===== config.mk =====
export PLATFORM = sky130hd
export DESIGN_NAME = osc_freq_monitor
export DESIGN_NICKNAME = d
export VERILOG_FILES = /design/src/rtl/osc_freq_monitor.sv
export SDC_FILE = /design/constraint.sdc
export NUM_CORES = 1
export LEC_CHECK = 0
export ABC_AREA = 0
export CAP_MARGIN = 10
export CORE_MARGIN = 3
export CORE_UTILIZATION = 35
export DETAILED_ROUTE_END_ITERATION = 8
export PLACE_DENSITY_LB_ADDON = 0.25
export RECOVER_POWER = 50
export SKIP_LAST_GASP = 1
export SYNTH_ARGS = -nofsm -noshare
export SYNTH_HDL_FRONTEND = slang
export SYNTH_SLANG_ARGS = --single-unit
export TNS_END_PERCENT = 50

===== constraint.sdc =====
create_clock -name clk -period 3.2 [get_ports clk]
set_input_delay 0.64 -clock clk [delete_from_list [all_inputs] [get_ports clk]]
set_output_delay 0.64 -clock clk [all_outputs]
set_load 0.02 [all_outputs]

===== src/rtl/osc_freq_monitor.sv =====
// Monitors an asynchronous clock by counting its edges over fixed reference windows.
// Optional build macro OSC_MON_AUTO_RETRY_EN: FAILED retries on its own at the next window close.
module osc_freq_monitor #(
  parameter int WINDOW     = 50000,
  parameter int CNT_W      = 20,
  parameter int MIN_CNT    = 31,
  parameter int MAX_CNT    = 35,
  parameter int GOOD_LIMIT = 4,
  parameter int FAIL_LIMIT = 2
) (
  input  logic             clk,
  input  logic             reset,
  input  logic             mon_clk,
  input  logic             enable,
  input  logic             clear,
  output logic             sel_xtl,
  output logic             clk_good,
  output logic             clk_fail,
  output logic             fail_irq,
  output logic             meas_valid,
  output logic [CNT_W-1:0] meas_cnt
);

  // state   | meaning
  // IDLE    | disabled, counters and streaks held at zero
  // QUALIFY | collecting consecutive in-range windows
  // RUN     | monitored clock qualified and selected
  // FAILED  | clock lost; waits for clear (or auto retry)

  localparam int WIN_W = (WINDOW > 1) ? $clog2(WINDOW) : 1;
  localparam int GS_W  = $clog2(GOOD_LIMIT + 1);
  localparam int FS_W  = $clog2(FAIL_LIMIT + 1);
  localparam logic [WIN_W-1:0] WIN_LAST = WIN_W'(WINDOW - 1);
  localparam logic [CNT_W-1:0] CNT_MAX  = {CNT_W{1'b1}};

  typedef enum logic [1:0] {
    IDLE    = 2'd0,
    QUALIFY = 2'd1,
    RUN     = 2'd2,
    FAILED  = 2'd3
  } state_t;

  state_t            state;
  logic              s1, s2, s3;
  logic              edge_det;
  logic              counting;
  logic              win_close;
  logic              win_good;
  logic [WIN_W-1:0]  win_cnt;
  logic [CNT_W-1:0]  edge_cnt;
  logic [CNT_W-1:0]  close_cnt;
  logic [GS_W-1:0]   good_streak;
  logic [FS_W-1:0]   bad_streak;

  always_ff @(posedge clk) begin
    if (reset) begin
      s1 <= 1'b0;
      s2 <= 1'b0;
      s3 <= 1'b0;
    end else begin
      s1 <= mon_clk;
      s2 <= s1;
      s3 <= s2;
    end
  end

  assign edge_det  = s2 & ~s3;
  assign counting  = enable && (state != IDLE);
  assign win_close = counting && (win_cnt == WIN_LAST);

  // Closing count includes an edge detected in the closing cycle; saturates at all-ones.
  always_comb begin
    close_cnt = edge_cnt;
    if (edge_det && (edge_cnt != CNT_MAX))
      close_cnt = edge_cnt + 1'b1;
  end

  assign win_good = (close_cnt != CNT_MAX) &&
                    (close_cnt >= CNT_W'(MIN_CNT)) &&
                    (close_cnt <= CNT_W'(MAX_CNT));

  always_ff @(posedge clk) begin
    if (reset || !counting) begin
      win_cnt  <= '0;
      edge_cnt <= '0;
    end else if (win_cnt == WIN_LAST) begin
      win_cnt  <= '0;
      edge_cnt <= '0;
    end else begin
      win_cnt  <= win_cnt + 1'b1;
      edge_cnt <= close_cnt;
    end
  end

  always_ff @(posedge clk) begin
    if (reset) begin
      state       <= IDLE;
      good_streak <= '0;
      bad_streak  <= '0;
      sel_xtl     <= 1'b0;
      clk_good    <= 1'b0;
      clk_fail    <= 1'b0;
      fail_irq    <= 1'b0;
      meas_valid  <= 1'b0;
      meas_cnt    <= '0;
    end else begin
      fail_irq   <= 1'b0;
      meas_valid <= 1'b0;
      if (clear)
        clk_fail <= 1'b0;
      if (!enable) begin
        state       <= IDLE;
        good_streak <= '0;
        bad_streak  <= '0;
        sel_xtl     <= 1'b0;
        clk_good    <= 1'b0;
      end else begin
        if (win_close) begin
          meas_valid <= 1'b1;
          meas_cnt   <= close_cnt;
        end
        case (state)
          IDLE: begin
            state       <= QUALIFY;
            good_streak <= '0;
            bad_streak  <= '0;
          end
          QUALIFY: begin
            if (win_close) begin
              if (!win_good) begin
                good_streak <= '0;
              end else if (good_streak == GS_W'(GOOD_LIMIT - 1)) begin
                state       <= RUN;
                good_streak <= '0;
                bad_streak  <= '0;
                sel_xtl     <= 1'b1;
                clk_good    <= 1'b1;
              end else begin
                good_streak <= good_streak + 1'b1;
              end
            end
          end
          RUN: begin
            if (win_close) begin
              if (win_good) begin
                bad_streak <= '0;
              end else if (bad_streak == FS_W'(FAIL_LIMIT - 1)) begin
                // Set after the clear above so a colliding fail decision wins.
                state      <= FAILED;
                bad_streak <= '0;
                sel_xtl    <= 1'b0;
                clk_good   <= 1'b0;
                clk_fail   <= 1'b1;
                fail_irq   <= 1'b1;
              end else begin
                bad_streak <= bad_streak + 1'b1;
              end
            end
          end
          FAILED: begin
`ifdef OSC_MON_AUTO_RETRY_EN
            if (clear || win_close) begin
`else
            if (clear) begin
`endif
              state       <= QUALIFY;
              good_streak <= '0;
              bad_streak  <= '0;
            end
          end
          default: state <= IDLE;
        endcase
      end
    end
  end

endmodule

==> impl_metrics.env <==
export IMPL_fin_crit_ns=3.05
export IMPL_crit_fanout=7
export IMPL_ir_worst_vdd_mv=0.167
export IMPL_synthesis_area_um2=3610
export IMPL_worst_setup_path_startpoint="edge_cnt[0]$_SDFF_PP0_"
export IMPL_detailedPlace_worstSlack_ns=0.157
export IMPL_fin_crit_sh_pct=95.2
export IMPL_critPathLaunchType="flop"
export IMPL_layout_cells_most_common="nor2_1"
export IMPL_cpMaxStageDelayCell="a2111o_1"
export IMPL_seq_area_frac_synth_pct=38.8
export IMPL_floorplan_initialDensity_pct=36.4
export IMPL_max_cap_viol_count=0
export IMPL_timing_final_ws_setup_ns=0.155
export IMPL_leakagePower_nw=1.47
export IMPL_hold_viol=0
export IMPL_synth_warnings=0
export IMPL_drcViolationCount=0
export IMPL_first_global_vias=2922
export IMPL_cts_htree_levels=3
export IMPL_power_per_cell_area_nw_per_um2=373
export IMPL_synthesis_instances=430
export IMPL_drt_first_iter_violations=178
export IMPL_route_detailed_vias_per_inst=5.23
export IMPL_postSynthAreaPerCell_um2=8.39
export IMPL_global_route_wire_length_before_repair_mm=13.8
export IMPL_filler_cell_count=1021
export IMPL_unrepaired_setup_endpoints_after_global_routing="false"
export IMPL_row_count=36
export IMPL_wire_per_inst_um=13.4
export IMPL_timing_clock_skew_ns=0.0133
export IMPL_detailedRoute_firstPassIterationCount=4
export IMPL_dp_hpwl_mm=5.91
export IMPL_worst_endpoint_arrival_ns=3.31
export IMPL_design_die_area_um2=11600
export IMPL_die_height_um=108
export IMPL_fin_tns_setup_ns=0
export IMPL_synth_area_leaders="dfxtp_1 39%, nor2_1 7.8%, xnor2_1 4.4%"
export IMPL_clk_latency_ns=0.35
export IMPL_routed_wirelength_mm=8.00
export IMPL_worst_hold_startpoint="s1$_SDFF_PP0_"
export IMPL_worstPathRequired_ns=3.47
export IMPL_floorplan_core_area_um2=9910
export IMPL_count_of_pins_on_the_block_boundary=30
export IMPL_synth_seq_cells=70
export IMPL_number_of_enable_type_register_cells_in_the_synthesized_netlist=0
export IMPL_place_gp_congestion=0.946
export IMPL_r2r_start="edge_cnt[0]$_SDFF_PP0_"
export IMPL_clock_fmax_mhz=328
export IMPL_cts_clk_slew_worst_paths_ns=0.07
export IMPL_grt_antenna_before_repair=0
export IMPL_synth_ff_type="dfxtp_1"
export IMPL_asyncSetResetFlopFracSynth_pct=0
export IMPL_mostFrequentLayoutCells="75 x nor2_1, 69 x dfxtp_1, 29 x nand2_1"
export IMPL_slew_violations=0
export IMPL_min_delay_path_class="reg -> reg"
export IMPL_ctsHoldBuffers=0
export IMPL_worst_path_dominant_cell_family="compound AO/OA/AOI/OAI gates"
export IMPL_critical_path_cell_chain="ha_1 -> and4_4 -> nand4_4 -> or3_4 -> o31ai_2 -> nand4_2 -> a2111o_1 -> a21oi_2 -> o21ai_0 -> a211oi_1"
export IMPL_post_route_cells_drive_above_1_share_pct=10.1
export IMPL_number_of_buffers_created_by_cts=9
export IMPL_postSynthNetCount=443
export IMPL_cp_num_buf_inv=0
export IMPL_antenna_violating_nets_post_route=0
export IMPL_max_stage_delay_ns=0.48
export IMPL_vias=3120
export IMPL_netlist_area_leader_share_pct=38.8
export IMPL_worst_setup_path_type="reg -> reg"
export IMPL_synth_cell_type_count=63
export IMPL_status="complete, no violations"
export IMPL_worst_pin_slew_ns=1.19
export IMPL_die_x_um=108
export IMPL_numClockSinks=70
export IMPL_timing_final_setup_violations=0
export IMPL_cts_root_buf="clkbuf_8"
export IMPL_num_antenna_cells=0
export IMPL_num_nets_final=472
export IMPL_slew_headroom_pct=20.8
export IMPL_end_kind="flop"
export IMPL_grt_max_degree=27
export IMPL_library_cell_occupying_the_most_area_in_the_post_synthesis_netlist="dfxtp_1"
export IMPL_max_clock_path_buffers=2
export IMPL_grt_remaining_overflow=0
export IMPL_cts_tree="done"
export IMPL_grt_util_all_layers_pct=14.6
export IMPL_port_buffers=29
export IMPL_flow_area_growth_from_synthesis_pct=17.0
-- flip-flops by register name (all words and copies together) (netlist names) --
| signal | flops |
|---|---|
| s3 | 1 |
| clk_fail | 1 |
| s2 | 1 |
| meas_cnt | 20 |
| s1 | 1 |
| clk_good | 1 |
| state | 2 |
| meas_valid | 1 |
| bad_streak | 2 |
| edge_cnt | 20 |
| win_cnt | 16 |
| good_streak | 3 |
| fail_irq | 1 |
-- layout make-up --
class / count / area, um^2 / share of cell area, %
Clock buffer: 11 / 141 / 3.35
Clock inverter: 5 / 35.0 / 0.830
Timing Repair Buffer: 43 / 385 / 9.13
Sequential cell: 70 / 1400 / 33.2
Inverter: 7 / 26.3 / 0.623
Tap cell: 133 / 166 / 3.94
Multi-Input combinational cell: 328 / 2060 / 48.9
-- layer usage --
layer  up-vias  GRT usage, %  part of all wire [%]
met4         0          5.95                   1.9
met3        13          3.24                   3.0
li1       1591             -                     -
met5         -             0                     0
met2        53          21.7                    43
met1      1463          20.5                    52
-- metrics by stage --
step | total power [mW] | cell area (um^2) | cells | utilization [%] | hold WS (ns)
floorplan | 0.939 | 3610 | 430 | - | 0.407
detailed placement | 0.959 | 4030 | 578 | 40.7 | 0.425
global placement | 0.957 | 4030 | 578 | 40.7 | 0.418
CTS | 1.61 | 4210 | 594 | 42.5 | 0.439
finish | 1.57 | 4220 | 597 | 42.6 | 0.438
global route | 1.65 | 4220 | 597 | 42.6 | 0.463
-- worst paths after layout --
path | end | slack [ns] | cells after the start
setup reg to reg | state[0]$_SDFFE_PP0P_ | 0.15 | 10
hold / removal | s2$_SDFF_PP0_ | 0.44 | 1
hold reg to reg | s2$_SDFF_PP0_ | 0.44 | 1
setup / recovery | state[0]$_SDFFE_PP0P_ | 0.15 | 10
-- report_power, final --
group / total, mW / switching, mW / internal, mW
Sequential: 0.878 / 0.00322 / 0.874
Clock: 0.637 / 0.335 / 0.302
Combinational: 0.0599 / 0.0391 / 0.0208
Total: 1.57 / 0.377 / 1.20
-- Yosys cell counts (all sizes together) (4+ instances only) --
library cell / count
nor2: 75
dfxtp: 70
nand2: 30
a211oi: 21
nand4: 20
nand3: 18
xnor2: 18
a21oi: 14
o21ai: 14
clkbuf: 13
buf: 12
nor3: 11
xor2: 11
and3: 10
or3: 9
ha: 8
nor2b: 8
inv: 7
nand2b: 7
nor4: 6
and4: 4
-- worst register-to-register path, cell delays in order, from the launching register on --
cell and delay (ns):
dfxtp_1 0.41, ha_1 0.20, and4_4 0.28, nand4_4 0.15, or3_4 0.39, o31ai_2 0.25, nand4_2 0.21, a2111o_1 0.48
a21oi_2 0.23, o21ai_0 0.13, a211oi_1 0.24
-- logic make-up (layout without fill, tap and decap cells) --
kind of cell	count (synthesis)	count (layout)	share of synthesized area, %
and+or+nand+nor	215	215	31.5
AOI/OAI and AO/OA	72	72	14.6
DFF	70	70	38.8
buffers and inverters	32	66	3.99
xor gates and xnor gates	29	29	7.04
adders and majority gates	8	8	2.77
muxes	4	4	1.18
-- timing repair --
action                     4_1_cts  5_1_grt
setup endpoints to repair        0        2
buffers inserted                 0        3
resized for setup                0        2
No activity file was read; power rests on OpenSTA's default activity.
